### config.mk
export PLATFORM = sky130hd
export DESIGN_NAME = mem_arbiter
export DESIGN_NICKNAME = d
export VERILOG_FILES = /design/src/rtl/cpu_pkg.sv /design/src/rtl/lat_counter.sv /design/src/rtl/mem_arbiter.sv
export SDC_FILE = /design/constraint.sdc
export NUM_CORES = 1
export LEC_CHECK = 0
export ABC_AREA = 1
export ABC_CLOCK_PERIOD_IN_PS = 1600
export CAP_MARGIN = 10
export CORE_ASPECT_RATIO = 1.4
export CORE_MARGIN = 3
export CORE_UTILIZATION = 44
export CTS_BUF_LIST = sky130_fd_sc_hd__clkbuf_4
export DETAILED_ROUTE_END_ITERATION = 16
export HOLD_SLACK_MARGIN = 0.08
export PLACE_DENSITY = 0.85
export SLEW_MARGIN = 20
export SYNTH_ARGS = -nofsm -noshare
export SYNTH_HDL_FRONTEND = slang
export SYNTH_SLANG_ARGS = --single-unit
### constraint.sdc
create_clock -name clk -period 1.6 [get_ports clk]
set_input_delay 0.32 -clock clk [delete_from_list [all_inputs] [get_ports clk]]
set_output_delay 0.32 -clock clk [all_outputs]
set_load 0.01 [all_outputs]
### src/rtl/cpu_pkg.sv
// Shared CPU-side definitions: parameter defaults and the memory arbiter state enum.
package cpu_pkg;

   localparam int unsigned DEF_ADDR_W  = 16;
   localparam int unsigned DEF_DATA_W  = 16;
   localparam int unsigned DEF_MEM_LAT = 4;

   // Latency counter width; holds MEM_LAT values up to 15.
   localparam int unsigned CNT_W = 4;

   typedef enum logic [1:0] {
      ST_IDLE   = 2'd0,
      ST_ACCESS = 2'd1,
      ST_RESP   = 2'd2
   } arb_state_e;

endpackage : cpu_pkg

### src/rtl/lat_counter.sv
// Loadable down-counter with zero flag, used to time the memory read latency.
// Ports:
//   clk, rst  - clock, synchronous active-high reset (count -> 0)
//   load      - load load_val (has priority over dec)
//   load_val  - value to load
//   dec       - decrement by one; saturates at zero
//   zero_c    - combinational flag, count == 0
module lat_counter
   import cpu_pkg::*;
(
   input  logic             clk,
   input  logic             rst,
   input  logic             load,
   input  logic [CNT_W-1:0] load_val,
   input  logic             dec,
   output logic             zero_c
);

   logic [CNT_W-1:0] count;

   // Count register
   always_ff @(posedge clk) begin
      if (rst) begin
         count <= '0;
      end else if (load) begin
         count <= load_val;
      end else if (dec && !zero_c) begin
         count <= count - CNT_W'(1);
      end
   end

   assign zero_c = (count == '0);

endmodule : lat_counter

### src/rtl/mem_arbiter.sv
// Two-port (instruction fetch / data) arbiter onto a unified single-port memory
// with fixed read latency. One access in flight; alternating priority on conflict.
// Ports:
//   clk, rst                          - clock, synchronous active-high reset
//   if_req/if_addr -> if_rdata/if_valid         - fetch port
//   dm_req/dm_wr/dm_addr/dm_wdata -> dm_rdata/dm_valid - data port
//   drain -> quiesced                 - block new grants; quiesced when idle
//   mem_en/mem_wr/mem_addr/mem_wdata, mem_rdata - memory side
module mem_arbiter
   import cpu_pkg::*;
#(
   parameter int unsigned ADDR_W  = DEF_ADDR_W,
   parameter int unsigned DATA_W  = DEF_DATA_W,
   parameter int unsigned MEM_LAT = DEF_MEM_LAT
) (
   input  logic              clk,
   input  logic              rst,
   input  logic              if_req,
   input  logic [ADDR_W-1:0] if_addr,
   output logic [DATA_W-1:0] if_rdata,
   output logic              if_valid,
   input  logic              dm_req,
   input  logic              dm_wr,
   input  logic [ADDR_W-1:0] dm_addr,
   input  logic [DATA_W-1:0] dm_wdata,
   output logic [DATA_W-1:0] dm_rdata,
   output logic              dm_valid,
   input  logic              drain,
   output logic              quiesced,
   output logic              mem_en,
   output logic              mem_wr,
   output logic [ADDR_W-1:0] mem_addr,
   output logic [DATA_W-1:0] mem_wdata,
   input  logic [DATA_W-1:0] mem_rdata
);

   arb_state_e state_q, state_d;

   // Owner of the current/most recent grant; doubles as the last-grant flag (1 = dm).
   logic last_dm_q;
   logic grant_c;
   logic grant_dm_c;
   logic capture_c;
   logic cnt_zero_c;

   // Latency timer: loaded on grant so it reads MEM_LAT in the first ACCESS cycle.
   lat_counter u_lat_counter (
      .clk      (clk),
      .rst      (rst),
      .load     (grant_c),
      .load_val (CNT_W'(MEM_LAT)),
      .dec      (state_q == ST_ACCESS),
      .zero_c   (cnt_zero_c)
   );

   // State register
   always_ff @(posedge clk) begin
      if (rst) begin
         state_q <= ST_IDLE;
      end else begin
         state_q <= state_d;
      end
   end

   // Next-state, grant and capture decisions
   always_comb begin
      state_d    = state_q;
      grant_c    = 1'b0;
      grant_dm_c = 1'b0;
      capture_c  = 1'b0;
      unique case (state_q)
         ST_IDLE: begin
            if (!drain && (if_req || dm_req)) begin
               grant_c    = 1'b1;
               // dm wins a conflict unless it also took the previous grant.
               grant_dm_c = dm_req && (!if_req || !last_dm_q);
               state_d    = ST_ACCESS;
            end
         end
         ST_ACCESS: begin
            if (cnt_zero_c) begin
               capture_c = 1'b1;
               state_d   = ST_RESP;
            end
         end
         ST_RESP: begin
            state_d = ST_IDLE;
         end
         default: begin
            state_d = ST_IDLE;
         end
      endcase
   end

   // Registered memory-side strobes, response pulses and data
   always_ff @(posedge clk) begin
      if (rst) begin
         last_dm_q <= 1'b0;
         mem_en    <= 1'b0;
         mem_wr    <= 1'b0;
         mem_addr  <= '0;
         mem_wdata <= '0;
         if_valid  <= 1'b0;
         dm_valid  <= 1'b0;
         if_rdata  <= '0;
         dm_rdata  <= '0;
      end else begin
         mem_en   <= grant_c;
         if_valid <= capture_c && !last_dm_q;
         dm_valid <= capture_c && last_dm_q;
         if (grant_c) begin
            last_dm_q <= grant_dm_c;
            mem_wr    <= grant_dm_c && dm_wr;
            mem_addr  <= grant_dm_c ? dm_addr : if_addr;
            mem_wdata <= grant_dm_c ? dm_wdata : '0;
         end
         // Read data lands in the owner's register; writes leave both untouched.
         if (capture_c && !mem_wr) begin
            if (last_dm_q) begin
               dm_rdata <= mem_rdata;
            end else begin
               if_rdata <= mem_rdata;
            end
         end
      end
   end

   assign quiesced = (state_q == ST_IDLE) && drain;

endmodule : mem_arbiter

Word-level counts from Yosys, hierarchy flattened. Cells that the tools add are included.

$add $sub $neg: 1. Equality and inequality tests: 3. Mux-type cells: 13. Bitwise logic cells: 1. Reductions and logical operators: 22.

Operators with widths (number): $mux W16 (2); $logic_and A1 B1 Y1 (8); $mux W1 (6); $mux W3 (2); $reduce_and A2 Y1 (3); $logic_not A1 Y1 (5); $logic_not A4 Y1 (1); $mux W2 (2); $ne A2 B2 Y1 const B (2); $pmux W2 S2 (1); $sub A4 B1 Y4 const B (1); $eq A2 B1 Y1 const B (1); $logic_not A2 Y1 (1); $logic_or A1 B1 Y1 (2); $reduce_bool A2 Y1 (1); $reduce_or A2 Y1 (1); $not A1 Y1 (1).

Register bits after elaboration: 75. Bits of input ports: 70. Output and inout port bits: 69.

Logic depth before layout (Yosys ltp).
Depth in word-level cells: 6. Depth in mapped cells: 8. Gate-level depth less buffers: 7.

Modules after synthesis. Synthesis repeated with hierarchy kept, for this count alone.

Cell total of the unflattened synthesis: 424. Area, all modules: 3138.0 um^2.

Modules (own cells, without submodules): mem_arbiter (instances 1, cells an instance 383, area each 2864.0 um^2, seq. area each 1421.4 um^2); lat_counter (instances 1, cells an instance 41, area each 274.0 um^2, seq. area each 80.1 um^2).

Worst setup path before layout. Ideal clock, no wire load.

Kind: reg2reg. Start: register u_lat_counter.count[0]. End: register dm_rdata[13]. Setup time: 113 ps. Arrival: 1197 ps. Slack: 290 ps. Stages on the path, launching flop included: 9. Path buffers: 1. Clock period less this slack: 1310 ps. Path through: dfxtp_1 -> inv_1 -> ha_1 -> nand2_2 -> nor2_4 -> buf_4 -> nand4_1 -> nand2_1 -> nor2_1.

Word-level cells in the longest chain between the ends: 5.

Ends and longest elaborated chain: start: declaration (RTL line lat_counter.sv:19) `logic [CNT_W-1:0] count;`; start signal: assignment (RTL line lat_counter.sv:26) `count <= load_val;`; start signal: assignment (RTL line lat_counter.sv:28) `count <= count - CNT_W'(1);`; $logic_not A4 Y1 (RTL line lat_counter.sv:32) `assign zero_c = (count == '0);`; $mux W1 (RTL line mem_arbiter.sv:81) `if (cnt_zero_c) begin`; $mux W1 (RTL line mem_arbiter.sv:71) `unique case (state_q)`; $logic_and A1 B1 Y1 (RTL line mem_arbiter.sv:118) `if (capture_c && !mem_wr) begin`; $reduce_and A2 Y1 (no line); end signal: assignment (RTL line mem_arbiter.sv:120) `dm_rdata <= mem_rdata;`; end: declaration (RTL line mem_arbiter.sv:26) `output logic [DATA_W-1:0] dm_rdata,`.

No other way between the ends. A chain may end at the register's enable or synchronous reset.

Worst setup path after layout. Same ends and word-level chain as after synthesis.

==> summary.md <==
| Metric | Value |
|---|---|
| Status | `completed` |
| Initial antenna violation count | `0` |
| IO Count | `139` |
| Clock sink count | `75` |
| Max frequency | `0.656 GHz` |
| GRT Overall Usage | `21.7%` |
| Vias in the first global route | `3261` |
| RSZ-0062 raised after global routing | `no` |
| Core box area | `7070 sq um` |
| R2R Path Start | `u_lat_counter.count[0]$_SDFFE_PP0P_` |
| DP HPWL | `6830 um` |
| First-iteration detailed-routing DRC count | `182` |
| Die H | `107 um` |
| Synthesized cell area | `3240 sq um` |
| Setup Skew | `0.0217 ns` |
| Predominant post-synthesis flop cell | `dfxtp_1` |
| Clock buffer depth | `2` |
| Chip width | `78.5 um` |
| Final RePlAce weighted congestion | `0.879` |
| Peak VDD IR | `774 uV` |
| Hold_sp | `mem_wdata[0]$_SDFFE_PP0P_` |
| Setup CP Type | `flop to flop` |
| Final hold vios | `0` |
| Crit path DAT | `1.84 ns` |
| Routed WL | `8920 um` |
| Setup Buffers After CTS | `0` |
| CP startpoint | `u_lat_counter.count[0]$_SDFFE_PP0P_` |
| Hold slack | `0.453 ns` |
| Clock root cell | `clkbuf_4` |
| Post-Synthesis Cells | `433` |
| TritonCTS buffer count | `9` |
| Pwr dens | `845 nW/um^2` |
| Critical path peak fanout | `33` |
| Die area | `8440 sq um` |
| Minimum clock period | `1.52 ns` |
| Clock insertion delay at the later pin of the skew report | `0.40 ns` |
| Drt pass-1 iters | `4` |
| # diodes | `0` |
| Fraction of registers with async set/reset | `0%` |
| Total grt overflow | `0` |
| H-tree levels | `3` |
| Nets | `648` |
| Share of layout cells above drive strength 1 | `12.6%` |
| TritonCTS clock tree | `yes` |
| Worst-margin pin slew | `0.407 ns` |
| Worst relative slew slack | `72.8%` |
| Setup crit end kind | `flop` |
| Non-Filler Instances | `675` |
| DR vias | `3311` |
| Max-cap viol count | `0` |
| Sequential-to-total area share from yosys stat | `46.4%` |
| Cell row count | `36` |
| Final ANT Viol Nets | `0` |
| Setup TNS | `0 ns` |
| Period utilization | `95.2%` |
| Hold-fix buffers, CTS | `0` |
| Yosys reg bits | `75` |
| Distinct cell type count after synthesis | `29` |
| Syn Nets | `505` |
| Fillers | `618` |
| Initial Utilization | `45.8%` |
| CP Launch Type | `flop` |
| Final Util | `68.2%` |
| Drt wl/cell | `13.2 um` |
| Placed cells | `660` |
| First-pass GRT wire length | `14700 um` |
| DRC errors left | `0` |
| Post-synth EDFFs | `0` |
| Clock edge transition at the registers on the reported setup and hold paths | `0.12 ns` |
| P_leak | `2.33 nW` |
| Syn-to-layout area delta | `48.9%` |
| Hold Crit Class | `flop to flop` |
| Port bufs | `138` |
| Final Max Slew Viols | `0` |
| CP required | `1.92 ns` |
| Ys Warns | `0` |
| Final setup vio count | `0` |
| Syn avg cell area | `7.48 sq um` |
| Avg Vias per Cell | `4.91` |
| Largest net degree at the start of global routing | `52` |
## flip-flops by register name, indices dropped and copies added (netlist names)
register,flops
mem_addr,16
dm_rdata,16
u_lat_counter.count,4
mem_wdata,16
if_rdata,16
last_dm_q,1
dm_valid,1
mem_en,1
if_valid,1
mem_wr,1
state_q,2
## cells by family (layout without fill, tap and decap cells)
family | after synthesis | after routing | share of synthesized area [%]
simple gates | 278 | 278 | 39.2
flops | 75 | 75 | 46.4
buf+inv | 55 | 202 | 8.81
compound gates | 23 | 23 | 4.79
fa+ha+maj | 2 | 2 | 0.773
## Yosys cell counts, types with 2 or more instances
cell type,count,area (sq um)
inv_1,26,97.6
ha_1,2,25.0
o21ai_2,8,70.1
nand2_1,114,428
or2_2,15,93.8
nand3_1,19,95.1
buf_4,5,37.5
o21ai_0,3,15.0
nor2_4,6,67.6
nand2_2,2,12.5
buf_6,5,56.3
o21ai_1,6,30.0
nor3_1,2,10.0
dfxtp_1,75,1500
inv_2,4,15.0
nor2_1,83,312
clkbuf_1,7,26.3
clkbuf_8,2,27.5
nand4_1,33,206
a21oi_1,4,20.0
buf_2,2,10.0
buf_1,3,11.3
## cells in the final DEF (no fill, tap or decap), types with 6 or more instances in the layout
cell type and n:
buf_4 12, clkdlybuf4s50_1 69, o21ai_1 6, nand2_1 114
nand3_1 19, inv_1 26, nand4_1 33, clkbuf_4 9
buf_12 6, or2_2 15, o21ai_2 8, dlygate4sd2_1 68
nor2_4 6, dfxtp_1 74, nor2_1 83
## routing by layer
layer | track usage (%) | vias up | wire, um
li1 | - | 1662 | -
met2 | 39.2 | 158 | 4580
met5 | 0 | - | 0
met3 | 6.78 | 15 | 822
met1 | 23.3 | 1476 | 3350
met4 | 8.63 | 0 | 176
## power breakdown
part / internal [W] / total, W / switching [W] / leakage (nW)
clock network: 0.000471 / 0.00112 / 0.000652 / 0.0702
registers: 0.00198 / 0.00204 / 0.0000617 / 0.611
logic: 0.000450 / 0.000908 / 0.000457 / 1.65
## worst paths after layout
check	end	slack, ns	cells after the start
max	dm_rdata[13]$_SDFFE_PP0P_	0.08	8
min reg2reg	mem_wdata[0]$_SDFFE_PP0P_	0.45	2
min	mem_wdata[0]$_SDFFE_PP0P_	0.45	2
max reg2reg	dm_rdata[13]$_SDFFE_PP0P_	0.08	8
## layout make-up
class	count	area, sq um	share of cell area (%)
flip-flops and latches	75	1500	31.2
clock inverters	6	63.8	1.32
inverters	31	116	2.41
multi-input cells	303	1450	30.1
well taps	95	119	2.47
clock buffers	9	67.6	1.40
repair buffers	156	1500	31.1
## what timing repair did
action | in CTS | in global routing
hold endpoints to repair | 0 | 0
resized for setup | 71 | 1
endpoints found under the setup margin | 69 | 1
## critical path: stages (launching register included)
cell and delay, ns:
dfxtp_1 0.33, inv_1 0.14, ha_1 0.26, nand2_2 0.12, nor2_4 0.11, buf_12 0.18, nand4_1 0.16, nand2_1 0.10
nor2_1 0.04
## metrics by stage
step	setup slack, ns	cell area [sq um]	total power (W)
finish	0.0766	4820	0.00408
global route	0.00326	4820	0.00429
CTS	0.0117	4830	0.00412
detailed placement	-0.239	4780	0.00307
global placement	-0.225	4780	0.00304
floorplan	0.290	3240	0.00256
Note: power is estimated with default switching activity, not from simulation.
==> edit 1: new RTL, same flow settings <==
Remove the register `if_valid`: a continuous assignment takes its place, so the output `if_valid` follows one clock earlier.
--- a/src/rtl/mem_arbiter.sv
+++ b/src/rtl/mem_arbiter.sv
@@ -102,3 +102,2 @@
          mem_wdata <= '0;
-         if_valid  <= 1'b0;
          dm_valid  <= 1'b0;
@@ -108,3 +107,2 @@
          mem_en   <= grant_c;
-         if_valid <= capture_c && !last_dm_q;
          dm_valid <= capture_c && last_dm_q;
@@ -127,2 +125,4 @@
 
+   assign if_valid = capture_c && !last_dm_q;
+
    assign quiesced = (state_q == ST_IDLE) && drain;
Formal check against the unedited RTL: not equivalent (a bounded check fails within 10 cycles, from zero or initial values and one cycle with rst high).
==> edit 1 against the unedited design <==
The flow now finishes with violations (setup timing). Total power down 4.5%. Core utilization up 3.0 points. Global-route usage up 0.52 points. Sequential share of layout area down 0.18 points. Critical path depth down 1. Largest cell class is now non-clock buffers. Area after synthesis down 3.1%. Design area down 0.49%. Sequential cell count down 1. Routed wire length down 1.1%. Setup slack worse by 0.17 ns. Synthesized cell count down 4.6%.
==> edit 1: results (changes against the unedited design) <==
[timing]
fin_tns_setup_ns = -0.0922  ; -0.0922 ns
setup-violations-final = 1  ; +1
setup_ws_ns = -0.0922  ; -0.169 ns

[final_layout]
nets = 642  ; -0.93%
layout-drive-gt1-share = 0.174  ; +0.0484
n_fill_cell = 596  ; -3.6%

[grt]
grt_use_met2 = 0.404  ; +0.0127
grt_util_overall = 0.222  ; +0.00519
globalRouteMet1Util = 0.226  ; -0.00739
grt_max_degree = 35  ; -33%

[route]
detail_route.vias_per_cell = 4.88  ; -0.45%
route.met3.wl_um = 815  ; -0.85%
drt_initial_violations = 116  ; -36%
detailroute.wirelength.met2_um = 4600  ; +0.52%
wirelength_um = 8830  ; -1.1%
m1WireLength_um = 3190  ; -4.6%

[clock_network]
cts_resized = 84  ; +18%

[outcome]
violations = setup timing
run_status = finished with violations

[pwr]
clock_power_share = 0.243  ; -0.033
power.clock.total_mw = 0.945  ; -16%
p_leak_nw = 2.32  ; -0.46%

[logic_synthesis]
synth_cell_types = 31  ; +6.9%
postSynthNetCount = 485  ; -4.0%
synth.top_cell.area_share = 0.472  ; +0.00861

[critical_path]
critical_path_arrival_ns = 1.37  ; -0.47 ns

[place]
pre_cts_ws_ns = -0.351  ; -0.113 ns

==> edit 1: cell types whose count changed in the layout (fill, tap and decap cells not counted), sizes merged, moves of 2 or more <==
cell,unedited run,this run
nand2,116,100
o21ai,17,33
nand4,34,17
clkinv,3,5
buf,18,28
nor2,90,92
inv,32,30
==> edit 1: path summary, 6_finish.rpt <==
path | startpoint | end | slack, ns | cells after the start
hold reg to reg | mem_wdata[9] | mem_wdata[9] | 0.45 | 2
hold / removal | mem_wdata[9] | mem_wdata[9] | 0.45 | 2
setup reg to reg | state_q[1] | mem_addr[9] | 0.09 | 6
setup / recovery | u_lat_counter.count[1] | if_valid | -0.09 | 7
==> edit 1: critical path, cell delays in order (launching register included) <==
cell                      delay (ns)
sky130_fd_sc_hd__dfxtp_2        0.34
sky130_fd_sc_hd__inv_2          0.07
sky130_fd_sc_hd__ha_4           0.15
sky130_fd_sc_hd__nand2_4        0.06
sky130_fd_sc_hd__nor2_8         0.08
sky130_fd_sc_hd__inv_2          0.04
sky130_fd_sc_hd__nor2_2         0.08
sky130_fd_sc_hd__buf_2          0.14
==> edit 1: layout make-up <==
cell class | instances | area [sq um] | area share
inverters | 32 | 125 | 0.0261
clock inverters | 5 | 32.5 | 0.00678
clock buffers | 10 | 75.1 | 0.0156
multi-input cells | 289 | 1440 | 0.301
well taps | 92 | 115 | 0.0240
repair buffers | 164 | 1520 | 0.317
flip-flops and latches | 74 | 1490 | 0.310
==> edit 1: metrics by stage <==
stage | instances | util | instance area, sq um
finish | 666 | 0.711 | 4800
global route | 666 | 0.711 | 4800
CTS | 664 | 0.706 | 4760
detailed placement | 648 | 0.700 | 4720
global placement | 648 | 0.700 | 4720
floorplan | 413 | - | 3140
==> edit 2: new RTL, config.mk and constraints unchanged <==
Made on the original files. `DEF_DATA_W`: 16 -> 20.
--- a/src/rtl/cpu_pkg.sv
+++ b/src/rtl/cpu_pkg.sv
@@ -4,3 +4,3 @@
    localparam int unsigned DEF_ADDR_W  = 16;
-   localparam int unsigned DEF_DATA_W  = 16;
+   localparam int unsigned DEF_DATA_W  = 20;
    localparam int unsigned DEF_MEM_LAT = 4;
Interface: changed (5 resized); port bits go from 139 to 159. The function was not compared with the original's and may differ.
==> edit 2 against the unedited design <==
Highest routed layer unchanged. Sequential cell count grew 12. Routed wire length up 10%. Design area increased by 14%. Die area increased by 12%. Setup slack better by 0.064 ns. Clock skew decreased by 0.0083 ns. Total power up 17%. Area after synthesis rose by 13%.
==> edit 2: results (changes against the unedited design) <==
[grt]
groute.layer.met3.usage = 0.0730  ; +0.00514
vias_in_the_first_global_route = 3636  ; +11%
grt_util_overall = 0.206  ; -0.0109
grt_pass1_wl_um = 16100  ; +9.8%
globalRouteMet1Util = 0.219  ; -0.0143
grt_use_met2 = 0.375  ; -0.0163

[final_layout]
n_fill_cell = 705  ; +14%
signal_buffers = 179  ; +15%
nets = 739  ; +14%
area_share_nonclk_buffers = 0.309  ; -0.00207
sequential_share_of_cell_area = 0.318  ; +0.00634
multi_input_logic_portion_of_the_cell_area = 0.296  ; -0.00512
multi_input_comb_cells = 347  ; +15%

[place]
gp_congestion = 0.809  ; -8.0%
pre_cts_ws_ns = -0.269  ; -0.0305 ns

[route]
m1WireLength_um = 3830  ; +14%
detailroute.wirelength.met2_um = 5090  ; +11%
drt_initial_violations = 158  ; -13%

[outcome]
run_status = completed

[critical_path]
critical-path-max-stage-delay_ns = 0.36  ; +0.03 ns
critical_path_arrival_ns = 1.14  ; -0.70 ns
critical-path-top-delay-family = flip-flops
criticalPathCategory = reg2out

[logic_synthesis]
synth_commonest_cells = sky130_fd_sc_hd__nand2_1 (129), sky130_fd_sc_hd__nor2_1 (99), sky130_fd_sc_hd__dfxtp_1 (87), sky130_fd_sc_hd__nand4_1 (41), sky130_fd_sc_hd__inv_1 (30)
synthTopCellsByArea = sky130_fd_sc_hd__dfxtp_1 (48%), sky130_fd_sc_hd__nand2_1 (13%), sky130_fd_sc_hd__nor2_1 (10%)

[timing]
finClkSkew_ns = 0.0135  ; -0.00826 ns
worst_pin_slew_ns = 0.366  ; -0.0411 ns

[clock_network]
clock_latency_ns = 0.43  ; +0.03 ns

[worst_hold_path]
hold_path.class = in2reg

edit 2: cells by family after synthesis:
family,Yosys count,synth area share
AOI/OAI and AO/OA,24,0.0346
adders and majority gates,2,0.00685
DFF,87,0.477
and+or+nand+nor,321,0.401
buffers and inverters,65,0.0805
edit 2: worst min path at each step:
stage,depth (start not counted),endpoint,startpoint,slack [ns]
floorplan,1,state_q[0],rst,0.39
global placement,2,mem_wdata[18],mem_wdata[18],0.43
detailed placement,2,mem_wdata[13],mem_wdata[13],0.43
CTS,3,mem_wdata[11],dm_wdata[11],0.39
global route,3,mem_wdata[11],dm_wdata[11],0.41
finish,3,mem_wdata[11],dm_wdata[11],0.43
edit 2: what timing repair did:
item | CTS | global route
buffers inserted | 0 | 0
gates resized for setup | 86 | 1
endpoints found under the setup margin | 81 | 1
edit 2: where the power goes:
group / total [mW] / internal (mW) / switching (mW)
combinational: 0.996 / 0.496 / 0.500
clock: 1.40 / 0.635 / 0.766
sequential: 2.37 / 2.30 / 0.0700
total: 4.77 / 3.43 / 1.34
